==> config.mk <==
export PLATFORM = sky130hd
export DESIGN_NAME = alu_issue_ctrl_flat
export DESIGN_NICKNAME = d
export VERILOG_FILES = /design/src/rtl/alu_issue_ctrl_if.sv /design/src/rtl/alu_issue_ctrl.sv /design/src/flat_wrapper.sv
export SDC_FILE = /design/constraint.sdc
export NUM_CORES = 1
export LEC_CHECK = 0
export BUFFER_PORTS_ARGS = -buffer_cell sky130_fd_sc_hd__buf_2
export CAP_MARGIN = 10
export CORE_ASPECT_RATIO = 0.7
export CORE_MARGIN = 3
export CORE_UTILIZATION = 51
export CTS_BUF_LIST = sky130_fd_sc_hd__clkbuf_16
export DETAILED_ROUTE_END_ITERATION = 6
export PLACE_DENSITY = 0.9
export SYNTH_ARGS = -nofsm -noshare
export SYNTH_HDL_FRONTEND = slang
export SYNTH_SLANG_ARGS = --single-unit
==> constraint.sdc <==
create_clock -name clk -period 3.6 [get_ports clk]
set_input_delay 0.9 -clock clk [delete_from_list [all_inputs] [get_ports clk]]
set_output_delay 0.9 -clock clk [all_outputs]
set_load 0.01 [all_outputs]
==> src/rtl/alu_issue_ctrl_if.sv <==
// Issue-side and writeback-side handshake/bus signals of the ALU issue controller,
// plus the operand/result wires to the combinational ALU.
interface alu_issue_ctrl_if #(
  parameter int XLEN = 32
) ();
  logic            in_valid;
  logic            in_ready;
  logic [31:0]     in_instr;
  logic [XLEN-1:0] in_rs1_val;
  logic [XLEN-1:0] in_rs2_val;

  logic [XLEN-1:0] alu_op_a;
  logic [XLEN-1:0] alu_op_b;
  logic [2:0]      alu_ctrl;
  logic [XLEN-1:0] alu_result;
  logic            alu_zero;

  logic            out_valid;
  logic            out_ready;
  logic [4:0]      out_rd;
  logic [XLEN-1:0] out_result;
  logic            out_wb_en;
  logic            out_branch;
  logic            out_taken;
  logic            out_illegal;

  // Environment side: register read, the ALU itself and writeback.
  modport master (
    output in_valid, in_instr, in_rs1_val, in_rs2_val,
    output alu_result, alu_zero,
    output out_ready,
    input  in_ready,
    input  alu_op_a, alu_op_b, alu_ctrl,
    input  out_valid, out_rd, out_result, out_wb_en, out_branch, out_taken, out_illegal
  );

  // Issue controller side.
  modport slave (
    input  in_valid, in_instr, in_rs1_val, in_rs2_val,
    input  alu_result, alu_zero,
    input  out_ready,
    output in_ready,
    output alu_op_a, alu_op_b, alu_ctrl,
    output out_valid, out_rd, out_result, out_wb_en, out_branch, out_taken, out_illegal
  );
endinterface

==> src/rtl/alu_issue_ctrl.sv <==
// RV32I ALU/branch issue controller: decode into a registered issue stage (S1) that
// drives the external ALU, then capture the ALU result into a writeback record (S2).
module alu_issue_ctrl #(
  parameter int XLEN  = 32,
  parameter int CNT_W = 16
) (
  input  logic             clk,
  input  logic             rst_n,
  input  logic             flush,
  alu_issue_ctrl_if.slave  bus,
  output logic [CNT_W-1:0] issued_cnt,
  output logic [CNT_W-1:0] illegal_cnt
);

  typedef enum logic [2:0] {
    ALU_ADD  = 3'b000,
    ALU_SUB  = 3'b001,
    ALU_AND  = 3'b010,
    ALU_OR   = 3'b011,
    ALU_XOR  = 3'b100,
    ALU_SLL  = 3'b101,
    ALU_SRL  = 3'b110,
    ALU_SLTU = 3'b111
  } alu_op_e;

  typedef enum logic [6:0] {
    OP_R = 7'b0110011,
    OP_I = 7'b0010011,
    OP_B = 7'b1100011
  } opcode_e;

  logic [6:0] opcode;
  logic [2:0] funct3;
  logic [6:0] funct7;
  logic [4:0] rd;
  logic       unused_fields;

  assign opcode        = bus.in_instr[6:0];
  assign funct3        = bus.in_instr[14:12];
  assign funct7        = bus.in_instr[31:25];
  assign rd            = bus.in_instr[11:7];
  assign unused_fields = ^bus.in_instr[19:15];

  // funct3 -> ALU op map shared by R and I types
  alu_op_e map_ctrl;
  logic    map_ok;
  logic    map_shift;

  always_comb begin
    map_ctrl  = ALU_ADD;
    map_ok    = 1'b1;
    map_shift = 1'b0;
    case (funct3)
      3'b000:  map_ctrl = ALU_ADD;
      3'b001:  begin map_ctrl = ALU_SLL; map_shift = 1'b1; end
      3'b011:  map_ctrl = ALU_SLTU;
      3'b100:  map_ctrl = ALU_XOR;
      3'b101:  begin map_ctrl = ALU_SRL; map_shift = 1'b1; end
      3'b110:  map_ctrl = ALU_OR;
      3'b111:  map_ctrl = ALU_AND;
      default: map_ok = 1'b0;
    endcase
  end

  alu_op_e         d_ctrl;
  logic [XLEN-1:0] d_a;
  logic [XLEN-1:0] d_b;
  logic            d_illegal;
  logic            d_branch;
  logic            d_bne;
  logic            d_wb;

  // Illegal instructions fall through with ADD and zero operands.
  always_comb begin
    d_ctrl    = ALU_ADD;
    d_a       = '0;
    d_b       = '0;
    d_illegal = 1'b1;
    d_branch  = 1'b0;
    d_bne     = 1'b0;
    d_wb      = 1'b0;
    case (opcode)
      OP_R: begin
        if (map_ok && (funct7 == 7'b0000000 ||
                       (funct3 == 3'b000 && funct7 == 7'b0100000))) begin
          d_illegal = 1'b0;
          d_ctrl    = funct7[5] ? ALU_SUB : map_ctrl;
          d_a       = bus.in_rs1_val;
          d_b       = map_shift ? {{(XLEN-5){1'b0}}, bus.in_rs2_val[4:0]} : bus.in_rs2_val;
          d_wb      = (rd != 5'd0);
        end
      end
      OP_I: begin
        if (map_ok && (!map_shift || funct7 == 7'b0000000)) begin
          d_illegal = 1'b0;
          d_ctrl    = map_ctrl;
          d_a       = bus.in_rs1_val;
          d_b       = map_shift ? {{(XLEN-5){1'b0}}, bus.in_instr[24:20]}
                                : {{(XLEN-12){bus.in_instr[31]}}, bus.in_instr[31:20]};
          d_wb      = (rd != 5'd0);
        end
      end
      OP_B: begin
        if (funct3 == 3'b000 || funct3 == 3'b001) begin
          d_illegal = 1'b0;
          d_ctrl    = ALU_SUB;
          d_a       = bus.in_rs1_val;
          d_b       = bus.in_rs2_val;
          d_branch  = 1'b1;
          d_bne     = funct3[0];
        end
      end
      default: ;
    endcase
  end

  logic       s1_v;
  alu_op_e    s1_ctrl;
  logic [4:0] s1_rd;
  logic       s1_illegal;
  logic       s1_branch;
  logic       s1_bne;
  logic       s1_wb;
  logic       s2_load;
  logic       accept;
  logic       out_fire;

  assign s2_load      = s1_v & (~bus.out_valid | bus.out_ready);
  assign bus.in_ready = ~s1_v | s2_load;
  assign accept       = bus.in_valid & bus.in_ready & ~flush;
  assign out_fire     = bus.out_valid & bus.out_ready & ~flush;
  assign bus.alu_ctrl = s1_ctrl;

  always_ff @(posedge clk or negedge rst_n) begin
    if (!rst_n) begin
      s1_v         <= 1'b0;
      s1_ctrl      <= ALU_ADD;
      s1_rd        <= '0;
      s1_illegal   <= 1'b0;
      s1_branch    <= 1'b0;
      s1_bne       <= 1'b0;
      s1_wb        <= 1'b0;
      bus.alu_op_a <= '0;
      bus.alu_op_b <= '0;
    end else if (flush) begin
      s1_v <= 1'b0;
    end else if (accept) begin
      s1_v         <= 1'b1;
      s1_ctrl      <= d_ctrl;
      s1_rd        <= rd;
      s1_illegal   <= d_illegal;
      s1_branch    <= d_branch;
      s1_bne       <= d_bne;
      s1_wb        <= d_wb;
      bus.alu_op_a <= d_a;
      bus.alu_op_b <= d_b;
    end else if (s2_load) begin
      s1_v <= 1'b0;
    end
  end

  always_ff @(posedge clk or negedge rst_n) begin
    if (!rst_n) begin
      bus.out_valid   <= 1'b0;
      bus.out_rd      <= '0;
      bus.out_result  <= '0;
      bus.out_wb_en   <= 1'b0;
      bus.out_branch  <= 1'b0;
      bus.out_taken   <= 1'b0;
      bus.out_illegal <= 1'b0;
    end else if (flush) begin
      bus.out_valid <= 1'b0;
    end else if (s2_load) begin
      bus.out_valid   <= 1'b1;
      bus.out_rd      <= s1_rd;
      bus.out_result  <= (s1_illegal | s1_branch) ? '0 : bus.alu_result;
      bus.out_wb_en   <= s1_wb;
      bus.out_branch  <= s1_branch;
      bus.out_taken   <= s1_branch & (bus.alu_zero ^ s1_bne);
      bus.out_illegal <= s1_illegal;
    end else if (bus.out_ready) begin
      bus.out_valid <= 1'b0;
    end
  end

  always_ff @(posedge clk or negedge rst_n) begin
    if (!rst_n) begin
      issued_cnt  <= '0;
      illegal_cnt <= '0;
    end else if (out_fire) begin
      if (issued_cnt != '1)
        issued_cnt <= issued_cnt + 1'b1;
      if (bus.out_illegal && illegal_cnt != '1)
        illegal_cnt <= illegal_cnt + 1'b1;
    end
  end

endmodule

==> src/flat_wrapper.sv <==
// flat-port wrapper written by rule: the top's interface ports become plain ports
module alu_issue_ctrl_flat 
#(
  parameter int XLEN  = 32,
  parameter int CNT_W = 16
)
  (clk, rst_n, flush, issued_cnt, illegal_cnt, bus_in_valid, bus_in_instr, bus_in_rs1_val, bus_in_rs2_val, bus_alu_result, bus_alu_zero, bus_out_ready, bus_in_ready, bus_alu_op_a, bus_alu_op_b, bus_alu_ctrl, bus_out_valid, bus_out_rd, bus_out_result, bus_out_wb_en, bus_out_branch, bus_out_taken, bus_out_illegal);
  alu_issue_ctrl_if #(.XLEN(XLEN)) bus_i ();
  input  logic clk;
  input  logic rst_n;
  input  logic flush;
  output logic [CNT_W-1:0] issued_cnt;
  output logic [CNT_W-1:0] illegal_cnt;
  input wire logic [$bits(bus_i.in_valid)-1:0] bus_in_valid;
  input wire logic [$bits(bus_i.in_instr)-1:0] bus_in_instr;
  input wire logic [$bits(bus_i.in_rs1_val)-1:0] bus_in_rs1_val;
  input wire logic [$bits(bus_i.in_rs2_val)-1:0] bus_in_rs2_val;
  input wire logic [$bits(bus_i.alu_result)-1:0] bus_alu_result;
  input wire logic [$bits(bus_i.alu_zero)-1:0] bus_alu_zero;
  input wire logic [$bits(bus_i.out_ready)-1:0] bus_out_ready;
  output wire logic [$bits(bus_i.in_ready)-1:0] bus_in_ready;
  output wire logic [$bits(bus_i.alu_op_a)-1:0] bus_alu_op_a;
  output wire logic [$bits(bus_i.alu_op_b)-1:0] bus_alu_op_b;
  output wire logic [$bits(bus_i.alu_ctrl)-1:0] bus_alu_ctrl;
  output wire logic [$bits(bus_i.out_valid)-1:0] bus_out_valid;
  output wire logic [$bits(bus_i.out_rd)-1:0] bus_out_rd;
  output wire logic [$bits(bus_i.out_result)-1:0] bus_out_result;
  output wire logic [$bits(bus_i.out_wb_en)-1:0] bus_out_wb_en;
  output wire logic [$bits(bus_i.out_branch)-1:0] bus_out_branch;
  output wire logic [$bits(bus_i.out_taken)-1:0] bus_out_taken;
  output wire logic [$bits(bus_i.out_illegal)-1:0] bus_out_illegal;
  assign bus_i.in_valid = bus_in_valid;
  assign bus_i.in_instr = bus_in_instr;
  assign bus_i.in_rs1_val = bus_in_rs1_val;
  assign bus_i.in_rs2_val = bus_in_rs2_val;
  assign bus_i.alu_result = bus_alu_result;
  assign bus_i.alu_zero = bus_alu_zero;
  assign bus_i.out_ready = bus_out_ready;
  assign bus_in_ready = bus_i.in_ready;
  assign bus_alu_op_a = bus_i.alu_op_a;
  assign bus_alu_op_b = bus_i.alu_op_b;
  assign bus_alu_ctrl = bus_i.alu_ctrl;
  assign bus_out_valid = bus_i.out_valid;
  assign bus_out_rd = bus_i.out_rd;
  assign bus_out_result = bus_i.out_result;
  assign bus_out_wb_en = bus_i.out_wb_en;
  assign bus_out_branch = bus_i.out_branch;
  assign bus_out_taken = bus_i.out_taken;
  assign bus_out_illegal = bus_i.out_illegal;
  alu_issue_ctrl #(.XLEN(XLEN), .CNT_W(CNT_W)) u_core (.clk(clk), .rst_n(rst_n), .flush(flush), .bus(bus_i), .issued_cnt(issued_cnt), .illegal_cnt(illegal_cnt));
endmodule
==> results of run 1 <==
[metrics by stage]
step                      cell area (sq um)  hold WS [ns]  setup slack [ns]
after detailed placement               7800         0.450             0.811
after global placement                 7800         0.440             0.826
after CTS                              8420         0.465              1.21
after floorplan                        6290         0.433              1.24
final                                  8420         0.457              1.18
after global routing                   8420         0.479              1.02
[final cells by class]
cell class / count / area, sq um / share of cell area (%)
clock buffers: 17 / 425 / 5.05
clock inverters: 15 / 200 / 2.38
inverters: 6 / 22.5 / 0.267
multi-input cells: 361 / 2330 / 27.7
flip-flops and latches: 151 / 3780 / 44.9
well taps: 157 / 196 / 2.33
repair buffers: 283 / 1470 / 17.4
[cell families (layout without fill, tap and decap cells)]
family / count (synthesis) / count (layout) / synth area share, %
AND/OR/NAND/NOR: 218 / 218 / 17.0
flip-flops: 151 / 151 / 60.1
AO/OA/AOI/OAI: 100 / 100 / 13.5
buffers and inverters: 38 / 321 / 2.89
XOR/XNOR: 31 / 31 / 4.32
multiplexers: 9 / 9 / 1.59
adder cells (fa/ha/maj): 3 / 3 / 0.557
[synth_stat cells (all sizes together), types with 2 or more instances]
master,number,share of area (%)
a41oi,3,0.42
clkbuf,22,1.3
nand3,43,3.4
a22oi,5,0.60
dfrtp,151,60
nand3b,5,0.60
buf,10,1.2
nand2b,2,0.20
nor3,3,0.40
inv,6,0.36
nand2,114,6.8
a221o,26,4.1
ha,2,0.40
mux2,8,1.4
o31ai,7,0.84
xor2,10,1.4
a22o,34,4.7
or3b,2,0.28
a21oi,9,0.72
o21ai,6,0.48
and4,7,0.98
xnor2,21,2.9
nor4,2,0.30
and3,14,1.4
nor2,11,0.66
nand4,5,0.50
nor2b,2,0.20
o21a,2,0.24
[power breakdown]
group	leakage (nW)	switching, mW	internal, mW
clock network	0.305	0.701	1.17
logic	2.37	0.172	0.134
registers	2.07	0.0505	1.75
total	4.74	0.924	3.05
[sequential cells by signal, summed over array words and instances (netlist names)]
name,count
u_core.s1_v,1
u_core.bus.out_result,32
u_core.s1_branch,1
u_core.s1_rd,5
u_core.bus.out_wb_en,1
u_core.issued_cnt,16
u_core.s1_wb,1
u_core.s1_illegal,1
u_core.bus.out_branch,1
u_core.illegal_cnt,16
u_core.s1_bne,1
u_core.bus.alu_op_b,32
u_core.bus.out_valid,1
u_core.bus.alu_ctrl,3
u_core.bus.out_illegal,1
u_core.bus.out_rd,5
u_core.bus.alu_op_a,32
u_core.bus.out_taken,1
[worst max-delay path by stage]
stage	cells after the start	slack, ns	to
2_1_floorplan	6	1.24	u_core.bus.alu_op_b[27]
3_3_place_gp	7	0.83	u_core.bus.alu_op_a[21]
3_5_place_dp	7	0.81	u_core.bus.alu_op_a[20]
4_1_cts	7	1.21	u_core.bus.alu_op_a[3]
5_1_grt	7	1.02	u_core.bus.alu_op_a[25]
6_report	7	1.18	u_core.bus.alu_op_a[20]
[per-layer routing]
layer | vias to the layer above | GRT usage, %
li1 | 2515 | -
met1 | 2627 | 33.9
met2 | 228 | 39.8
met3 | 21 | 5.77
met4 | 0 | 7.82
met5 | - | 0
==> key figures, run 1 <==
Status
  • Outcome: finished, final reports clean

Timing
  • Final count of pins violating max slew: 0
  • Fmax: 413 MHz
  • Rel. slew slack: a little over two fifths
  • Total negative slack: 0 ns
  • RSZ-0062 raised after global routing: no
  • Setup violations, final: 0
  • Worst-margin pin slew: 0.876 ns
  • Clock Skew: between 0.007 and 0.008 ns
  • Min Tclk post-route: 2.42 ns
  • Fin. Hold Viols: 0
  • Final period util: between 60 and 70%

Global routing
  • Largest net degree at the start of global routing: 65
  • Vias in the first global route: roughly 5.3k
  • Total GRT Usage: 24.7%
  • Initial antenna violation count: 0
  • Grt total ovfl: 0
  • First-pass GRT wire length: 27400 microns

Final layout
  • # fillers: 850
  • Synth-to-Final Area Change: 34.0%
  • Final Non-Filler Cells: 990
  • Final design utilization: 71.1%
  • Most frequent cells in the layout: 269 x buf_2, 151 x dfrtp_1, 114 x nand2_1
  • Nets: 956
  • Ant. Diodes: 0
  • Layout cell share with drive strength beyond 1: 39.5%
  • Commonest non-fill, non-tap cell in the layout: buf_2

Logic synthesis
  • Synth warn: 0
  • Seq cells post-synth: roughly 150
  • Most used DFF post-synth: dfrtp_1
  • Post-synthesis cell count: 550
  • Sequential-to-total area share from yosys stat: 60.1%
  • Synth cell types: 51
  • Number of flops mapped to enable cells by yosys: 0
  • Post-synthesis average cell area: 11.4 sq um
  • FFs w/ async S/R, synth: 100%
  • Post-Syn Area: 6290 sq um
  • Syn Nets: 686

Placed design
  • Placed insts: 958
  • Detailed Place HPWL: 12300 microns
  • GP Congestion: 0.807
  • I/O Buffers: 270

Clocking
  • Clock tree sinks: roughly 150
  • Hold Buf Count CTS: 0
  • CTS Buf Count: 17
  • Clk Latency, worst-skew pair: slightly above 0.4 ns
  • Post-CTS setup buffers: 0
  • H-tree level count: 4
  • Clock Pin Slew Worst Setup and Hold Paths: 0.06 ns
  • Max Root-Sink Buffers: 2
  • Cts repair resizes: 0
  • Clk root buf: clkbuf_16
  • CTS tree: done

Pwr
  • Leak: 4.74 nW
  • VDD IR max: ~0.36 mV
  • PwrDens: 472 nW/um^2
  • Pwr Total: between 3 and 4 mW

Floorplanning
  • Die ar.: 13700 sq um
  • I/O pins: ~280
  • Rows: 33
  • Overall die width: between 100 and 150 microns
  • Core Area: 11900 sq um
  • DIE HEIGHT: 98.9 microns
  • Initial core utilization: between 50% and 60%

Drt
  • Antenna Violating Nets Remaining: 0
  • DR top layer: met4
  • Drt initial violations: 302
  • DR vias: 5391
  • DRC Markers: 0
  • Pre-antenna DRT Iters: 5
  • Post-Route WL: 16900 microns
  • Met1 wire length: 7040 microns
  • Vias per cell: 5.45
  • Routed wl met2: 8370 microns
  • Met3 wire len: roughly 1300 microns
  • WL/cell: 17.1 microns

Min path
  • Worst Hold Class: input pin to async pin

Worst setup path
  • CP bufs+invs: 2
  • Slowest cell on the critical path: nor4bb_1
  • Crit path cell chain: buf_2, nor4_1, nor4bb_1, a31o_1, o21a_1, buf_4, a22o_1
  • R2r setup slk: 1.44 ns
  • Crit-path max FO: 34
  • CP max stage delay: 0.42 ns
  • Req. time, crit path: 3.94 ns
  • Crit Path Class: input pin to flip-flop
  • RR Startpoint: u_core.bus.out_valid
  • Crit start category: input pin
  • Critical R2R Capture: u_core.bus.alu_op_b[29]
  • Worst r2r path cells: 6
  • Crit path arrival time: between 2 and 3 ns
  • Crit. Startpoint: bus_in_instr[26]
  • CP Capture Type: flip-flop
  • Delay-heaviest family, CP: simple AND/OR/NAND/NOR gates

Run
  • Number of max-cap violations: 0
Note: power is estimated with default switching activity, not from simulation.
==> run 2, diff against run 1 <==
--- a/config.mk
+++ b/config.mk
@@ -5,14 +5,15 @@
 export SDC_FILE = /design/constraint.sdc
 export NUM_CORES = 1
 export LEC_CHECK = 0
+export ABC_AREA = 1
 export BUFFER_PORTS_ARGS = -buffer_cell sky130_fd_sc_hd__buf_2
 export CAP_MARGIN = 10
 export CORE_ASPECT_RATIO = 0.7
 export CORE_MARGIN = 3
-export CORE_UTILIZATION = 51
+export CORE_UTILIZATION = 50
 export CTS_BUF_LIST = sky130_fd_sc_hd__clkbuf_16
 export DETAILED_ROUTE_END_ITERATION = 6
-export PLACE_DENSITY = 0.9
+export PLACE_DENSITY = 0.85
 export SYNTH_ARGS = -nofsm -noshare
 export SYNTH_HDL_FRONTEND = slang
 export SYNTH_SLANG_ARGS = --single-unit
==> constraint.sdc (replaced) <==
create_clock -name clk -period 2.35 [get_ports clk]
set_input_delay 0.5875 -clock clk [delete_from_list [all_inputs] [get_ports clk]]
set_output_delay 0.5875 -clock clk [all_outputs]
set_load 0.01 [all_outputs]
==> run 2 against run 1 <==
Compared with the run above: clock skew grew 0.0031 ns; combinational power grew to 3.6 times the previous value; first-iteration DRC count grew to 2.7 times the previous value; synthesized area grew 22%; critical endpoint is now bus_in_ready; highest routed layer is now met5; synthesized cell count grew 84%; worst setup slack lost 0.71 ns; largest power group is now sequential cells.
==> key figures, run 2 <==
Pwr
  • P_int: 4.91 mW (was 3.05 mW)
  • PwrDens: 699 nW/um^2 (was 472 nW/um^2)
  • Leak: 5.59 nW (was 4.74 nW)
  • Logic pwr share: 16.1% (was 7.7%)
  • Pwr Total: 6.83 mW (was 3.97 mW)
  • Reg power frac: 44.3% (was 45.3%)
  • VDD IR max: 0.389 mV (was 0.364 mV)
  • Sw Pwr: 1.92 mW (was 0.924 mW)
  • Clock share of power: 39.7% (was 47.0%)
  • Sw Ratio: 28.1% (was 23.2%)

Worst setup path
  • Delay-heaviest family, CP: flip-flops (was simple AND/OR/NAND/NOR gates)
  • CP Capture Type: primary output (was flip-flop)
  • CP max stage delay: 0.36 ns (was 0.42 ns)
  • Crit-path max FO: 3 (was 34)
  • Crit start category: flip-flop (was input pin)
  • Slowest cell on the critical path: dfrtp_1 (was nor4bb_1)
  • Crit Path Class: flip-flop to primary output (was input pin to flip-flop)
  • Req. time, crit path: 1.76 ns (was 3.94 ns)
  • Crit path cell chain: inv_1, nor2_1, nand2_1, buf_2 (was buf_2, nor4_1, nor4bb_1, a31o_1, o21a_1, buf_4, a22o_1)
  • CP bufs+invs: 2 (unchanged)
  • Crit path arrival time: 1.30 ns (was 2.76 ns)

Logic synthesis
  • Syn Nets: 1148 (was 686)
  • Post-synthesis average cell area: 7.55 sq um (was 11.4 sq um)
  • Most common cell in the netlist: nand2_1 (was dfrtp_1)
  • Synth warn: 0 (unchanged)
  • Synth cell types: 30 (was 51)
  • Most used DFF post-synth: dfrtp_1 (unchanged)
  • FFs w/ async S/R, synth: 100% (unchanged)
  • Number of flops mapped to enable cells by yosys: 0 (unchanged)
  • Sequential-to-total area share from yosys stat: 49.4% (was 60.1%)
  • Synth top area share: 49.4% (was 60.1%)
  • Post-synthesis cell count: 1012 (was 550)
  • Top cells by count, synth: 452 x nand2_1, 151 x dfrtp_1, 91 x nor2_1 (was 151 x dfrtp_1, 114 x nand2_1, 43 x nand3_1)
  • Synth top area cells: dfrtp_1 49%, nand2_1 22%, nor2_1 4.5% (was dfrtp_1 60%, nand2_1 6.8%, a22o_1 4.7%)
  • Seq cells post-synth: 151 (unchanged)
  • Synth area leader: dfrtp_1 (unchanged)
  • Post-Syn Area: 7640 sq um (was 6290 sq um)

Final layout
  • Nets: 1404 (was 956)
  • Top Registers: u_core.bus.alu_op_a: 32 flops, u_core.bus.alu_op_b: 32 flops, u_core.bus.out_result: 32 flops (unchanged)
  • Layout cell share with drive strength beyond 1: 27.0% (was 39.5%)
  • Most frequent cells in the layout: 450 x nand2_1, 269 x buf_2, 151 x dfrtp_1 (was 269 x buf_2, 151 x dfrtp_1, 114 x nand2_1)
  • Synth-to-Final Area Change: 27.8% (was 34.0%)
  • Commonest non-fill, non-tap cell in the layout: nand2_1 (was buf_2)

Clocking
  • H-tree level count: 4 (unchanged)
  • Clock Pin Slew Worst Setup and Hold Paths: 0.06 ns (about the same)
  • Clock tree sinks: 151 (unchanged)
  • CTS tree: done (unchanged)
  • Cts repair resizes: 0 (unchanged)
  • Hold Buf Count CTS: 0 (unchanged)
  • Post-CTS setup buffers: 0 (unchanged)
  • Clk Latency, worst-skew pair: 0.42 ns (was 0.41 ns)
  • CTS Buf Count: 17 (unchanged)
  • Clk root buf: clkbuf_16 (unchanged)
  • Max Root-Sink Buffers: 2 (unchanged)

Placed design
  • I/O Buffers: 270 (unchanged)
  • Detailed Place HPWL: 15500 microns (was 12300 microns)
  • GP Congestion: 0.921 (was 0.807)

Timing
  • Clock Skew: 0.0108 ns (was 0.00766 ns)
  • Rel. slew slack: 59.7% (was 41.6%)
  • Worst-margin pin slew: 0.604 ns (was 0.876 ns)
  • Final period util: 80.1%
  • Min Tclk post-route: 1.88 ns
  • Fmax: 531 MHz
  • Total negative slack: 0 ns (unchanged)
  • RSZ-0062 raised after global routing: no (unchanged)
  • Setup violations, final: 0 (unchanged)
  • Hold WS: 0.0730 ns (was 0.457 ns)
  • Fin. Hold Viols: 0 (unchanged)
  • Final count of pins violating max slew: 0 (unchanged)

Drt
  • Routed wl met2: 9890 microns (was 8370 microns)
  • Pre-antenna DRT Iters: 6 (was 5)
  • DR top layer: met5 (was met4)
  • Antenna Violating Nets Remaining: 0 (unchanged)
  • Met1 wire length: 9220 microns (was 7040 microns)
  • Drt initial violations: 816 (was 302)
  • Met3 wire len: 2060 microns (was 1250 microns)
  • Vias per cell: 5.15 (was 5.45)
  • Post-Route WL: 21500 microns (was 16900 microns)
  • DRC Markers: 0 (unchanged)
  • WL/cell: 14.6 microns (was 17.1 microns)
  • DR vias: 7595 (was 5391)

Global routing
  • Total GRT Usage: 25.4% (was 24.7%)
  • Vias in the first global route: 6946 (was 5327)
  • Grt total ovfl: 0 (unchanged)
  • Initial antenna violation count: 2 (was 0)
  • First-pass GRT wire length: 34700 microns (was 27400 microns)
  • Largest net degree at the start of global routing: 80 (was 65)

Floorplanning
  • Rows: 37 (was 33)
  • Core Area: 14800 sq um (was 11900 sq um)
  • Overall die width: 154 microns (was 139 microns)
  • Initial core utilization: 51.6% (was 53.0%)
  • I/O pins: 276 (unchanged)
  • DIE HEIGHT: 109 microns (was 98.9 microns)
  • Die ar.: 16800 sq um (was 13700 sq um)

Run
  • Number of max-cap violations: 0 (unchanged)

Min path
  • Worst Hold Class: input pin to async pin (unchanged)

Status
  • Outcome: finished, final reports clean (unchanged)
==> run 2: changes by cell type after synthesis, sizes merged, moves of 21 or more <==
| cell | delta |
|---|---|
| a221o | -26 |
| a22o | -34 |
| buf | +25 |
| inv | +39 |
| nand2 | +345 |
| nand3 | +21 |
| nand4 | +33 |
| nor2 | +88 |
| o21ai | +51 |
==> run 2: cells by family (layout without fill, tap and decap cells) <==
family,after synthesis,after routing,share of synthesized area [%]
buffers and inverters,96,363,5.88
other,0,1,0
and+or+nand+nor,674,674,37.0
adders and majority gates,2,2,0.327
DFF,151,151,49.4
AOI/OAI and AO/OA,62,62,4.26
xor gates and xnor gates,27,27,3.09
==> run 2: power groups by stage <==
stage               clock, mW  sequential, mW  combinational [mW]
global route             2.87            3.05                1.24
floorplan                   0            3.14               0.465
finish                   2.71            3.02                1.10
global placement            0            3.05                1.06
detailed placement          0            3.06                1.10
CTS                      2.77            3.02                1.11
==> run 2: metal layers <==
metal | global-route usage (%) | up-vias
met5 | 0 | -
met4 | 7.12 | 2
met2 | 39.7 | 355
met3 | 8.73 | 26
met1 | 34.1 | 3496
li1 | - | 3716
==> run 2: cell type report <==
type / instances / area (sq um)
antenna: 1 / 2.50
clock buffer: 17 / 425
clock inverter: 13 / 156
fill: 1299 / 5040
inverter: 45 / 171
multi-input combinational: 765 / 3420
sequential: 151 / 3780
tap: 195 / 244
timing repair buffer: 288 / 1570
==> run 2: worst register-to-register path, delay by kind of cell (launching register included) <==
family | cells | cell delay [ns]
buffers and inverters | 1 | 0.15
AND/OR/NAND/NOR | 5 | 0.71
AO/OA/AOI/OAI | 1 | 0.07
flip-flops | 1 | 0.45
adder cells (fa/ha/maj) | 1 | 0.30
==> run 2: path summary, 6_finish.rpt <==
check / startpoint / endpoint / slack (ns) / depth (start not counted)
hold / removal: rst_n / u_core.bus.out_result[17] / 0.07 / 1
hold reg to reg: u_core.bus.alu_op_b[18] / u_core.bus.alu_op_b[18] / 0.47 / 2
max in group asynchronous: rst_n / u_core.s1_illegal / 1.63 / 2
min in group clk: bus_in_rs1_val[17] / u_core.bus.alu_op_a[17] / 0.39 / 3
setup / recovery: u_core.bus.out_valid / bus_in_ready / 0.47 / 4
setup reg to reg: u_core.illegal_cnt[0] / u_core.illegal_cnt[4] / 0.55 / 8
==> run 2: through the flow <==
step / instance area (sq um) / worst slack (ns) / std cells / util [%]
after floorplan: 7640 / 0.718 / 1012 / -
after global placement: 9190 / 0.295 / 1444 / 62.0
after detailed placement: 9190 / 0.242 / 1444 / 62.0
after CTS: 9770 / 0.455 / 1474 / 65.9
after global routing: 9770 / 0.383 / 1475 / 66.0
final: 9770 / 0.467 / 1475 / 66.0
==> run 3, diff against run 2 <==
--- a/config.mk
+++ b/config.mk
@@ -10,10 +10,10 @@
 export CAP_MARGIN = 10
 export CORE_ASPECT_RATIO = 0.7
 export CORE_MARGIN = 3
-export CORE_UTILIZATION = 50
+export CORE_UTILIZATION = 45
 export CTS_BUF_LIST = sky130_fd_sc_hd__clkbuf_16
 export DETAILED_ROUTE_END_ITERATION = 6
-export PLACE_DENSITY = 0.85
+export PLACE_DENSITY = 0.81
 export SYNTH_ARGS = -nofsm -noshare
 export SYNTH_HDL_FRONTEND = slang
 export SYNTH_SLANG_ARGS = --single-unit
==> constraint.sdc (replaced) <==
create_clock -name clk -period 1.7 [get_ports clk]
set_input_delay 0.425 -clock clk [delete_from_list [all_inputs] [get_ports clk]]
set_output_delay 0.425 -clock clk [all_outputs]
set_load 0.01 [all_outputs]
==> run 3 against run 2 <==
Compared with the run above: flip-flop and latch count unchanged; critical path depth unchanged; die area increased by 11%; cell area increased by 4.0%; critical path type unchanged; critical endpoint unchanged; largest power group unchanged; highest routed layer unchanged.
==> key figures, run 3 (same netlist as run 2, synthesis figures left out) <==
Worst setup path
  • Crit-path max FO: 3 (unchanged)
  • Crit path arrival time: 1.17 ns (was 1.30 ns)
  • CP max stage delay: 0.37 ns (was 0.36 ns)
  • Req. time, crit path: 1.27 ns (was 1.76 ns)
  • Crit start category: flip-flop (unchanged)
  • Slowest cell on the critical path: dfrtp_1 (unchanged)
  • Crit Path Class: flip-flop to primary output (unchanged)
  • Crit path cell chain: inv_2, nor2_4, nand2_2, buf_6 (was inv_1, nor2_1, nand2_1, buf_2)
  • CP Capture Type: primary output (unchanged)

Timing
  • Final period util: about 94%
  • Total negative slack: 0 ns (unchanged)
  • Worst-margin pin slew: 0.428 ns (was 0.604 ns)
  • Setup violations, final: 0 (unchanged)
  • Fmax: 625 MHz
  • Rel. slew slack: 71.3% (was 59.7%)
  • Final count of pins violating max slew: 0 (unchanged)
  • Min Tclk post-route: 1.60 ns
  • Fin. Hold Viols: 0 (unchanged)
  • Clock Skew: 0.00857 ns (was 0.0108 ns)

Global routing
  • Grt total ovfl: 0 (unchanged)
  • First-pass GRT wire length: 34300 microns (was 34700 microns)
  • Total GRT Usage: 22.8% (was 25.4%)
  • Initial antenna violation count: 2 (unchanged)
  • Vias in the first global route: 6937 (was 6946)
  • Largest net degree at the start of global routing: 74 (was 80)

Final layout
  • Top Registers: u_core.bus.alu_op_a: 32 flops, u_core.bus.alu_op_b: 32 flops, u_core.bus.out_result: 32 flops (unchanged)
  • Layout cell share with drive strength beyond 1: 29.2% (was 27.0%)
  • Most frequent cells in the layout: 449 x nand2_1, 268 x buf_2, 151 x dfrtp_1 (was 450 x nand2_1, 269 x buf_2, 151 x dfrtp_1)
  • Nets: 1436 (was 1404)
  • Synth-to-Final Area Change: 33.0% (was 27.8%)
  • Commonest non-fill, non-tap cell in the layout: nand2_1 (unchanged)
  • Design area: 10200 sq um (was 9770 sq um)
  • Register Area: 3780 sq um (unchanged)
  • # fillers: 1512 (was 1299)
  • Area of the multi-input gates: 3460 sq um (was 3420 sq um)

Pwr
  • Leak: 5.76 nW (was 5.59 nW)
  • PwrDens: 926 nW/um^2 (was 699 nW/um^2)
  • VDD IR max: 0.433 mV (was 0.389 mV)

Clocking
  • H-tree level count: 4 (unchanged)
  • Clock Pin Slew Worst Setup and Hold Paths: 0.06 ns (about the same)
  • Clk Latency, worst-skew pair: 0.41 ns (was 0.42 ns)
  • Clock tree sinks: 151 (unchanged)
  • CTS tree: done (unchanged)
  • CTS Buf Count: 17 (unchanged)
  • Max Root-Sink Buffers: 2 (unchanged)
  • Clk root buf: clkbuf_16 (unchanged)

Floorplanning
  • I/O pins: 276 (unchanged)
  • Die ar.: 18600 sq um (was 16800 sq um)
  • Overall die width: 162 microns (was 154 microns)
  • Rows: 39 (was 37)
  • DIE HEIGHT: 115 microns (was 109 microns)
  • Initial core utilization: 46.3% (was 51.6%)
  • Core Area: 16500 sq um (was 14800 sq um)

Min path
  • Worst Hold Class: input pin to flip-flop (was input pin to async pin)

Placed design
  • GP Congestion: 0.944 (was 0.921)
  • Detailed Place HPWL: 15800 microns (was 15500 microns)
  • I/O Buffers: 270 (unchanged)
  • Placed Instance Area: 9480 sq um (was 9190 sq um)

Drt
  • DR vias: 7590 (was 7595)
  • DRC Markers: 0 (unchanged)
  • Vias per cell: 4.93 (was 5.15)
  • Pre-antenna DRT Iters: 5 (was 6)
  • Drt initial violations: 510 (was 816)
  • WL/cell: 13.8 microns (was 14.6 microns)
  • Post-Route WL: 21300 microns (was 21500 microns)
  • Antenna Violating Nets Remaining: 0 (unchanged)

Status
  • Outcome: finished, final reports clean (unchanged)

Run
  • Number of max-cap violations: 0 (unchanged)
==> run 3: routing by layer <==
metal	vias to the layer above	share of wire, %	track usage (%)
li1	3770	-	-
met1	3513	44	30.5
met2	284	46	36.2
met3	21	9.0	7.53
met4	2	1.1	5.85
met5	-	0.033	0
==> run 3: metrics by stage <==
step	worst slack [ns]	total power [mW]	util (%)	hold slack, ns	instances
detailed placement	0.00586	5.85	57.5	0.330	1498
global route	-0.00798	9.93	61.6	0.213	1539
finish	0.101	9.41	61.6	0.233	1539
floorplan	0.0677	4.99	-	0.129	1012
global placement	0.00532	5.79	57.5	0.335	1498
CTS	0.0352	9.49	61.0	0.208	1531
==> run 3: critical path, delay by kind of cell, from the launching register on <==
family	cells	cell delay, ns
buf+inv	2	0.19
simple gates	2	0.21
flops	1	0.37
==> run 3: cell type report <==
type | count | area share (%)
multi-input cells | 765 | 34.0
repair buffers | 320 | 18.7
diodes | 1 | 0.0246
inverters | 45 | 1.69
flip-flops and latches | 151 | 37.2
clock inverters | 15 | 1.38
clock buffers | 17 | 4.19
well taps | 225 | 2.77
==> run 3: where the power goes <==
| group | switching, mW | internal [mW] | total, mW |
|---|---|---|---|
| registers | 0.243 | 3.90 | 4.15 |
| clock network | 1.55 | 2.04 | 3.59 |
| logic | 0.972 | 0.702 | 1.67 |
| total | 2.77 | 6.64 | 9.41 |
==> run 3: worst paths after layout <==
check                                   startpoint                  endpoint  slack [ns]  cells after the start
max                           u_core.bus.out_valid              bus_in_ready        0.10                      4
min                                          flush      u_core.bus.out_valid        0.23                      2
max reg2reg                   u_core.issued_cnt[0]     u_core.issued_cnt[12]        0.12                     10
min reg2reg                u_core.bus.alu_op_b[24]   u_core.bus.alu_op_b[24]        0.47                      2
max in group asynchronous                    rst_n  u_core.bus.out_result[2]        0.69                      3
min in group asynchronous                    rst_n    u_core.illegal_cnt[11]        0.47                      2
==> run 3: timing repair <==
action	4_1_cts	5_1_grt
hold buffers	1	0
endpoints found under the hold margin	26	0
setup buffers	0	7
endpoints found under the setup margin	1	21
pin swaps	1	4
gates resized for setup	1	9
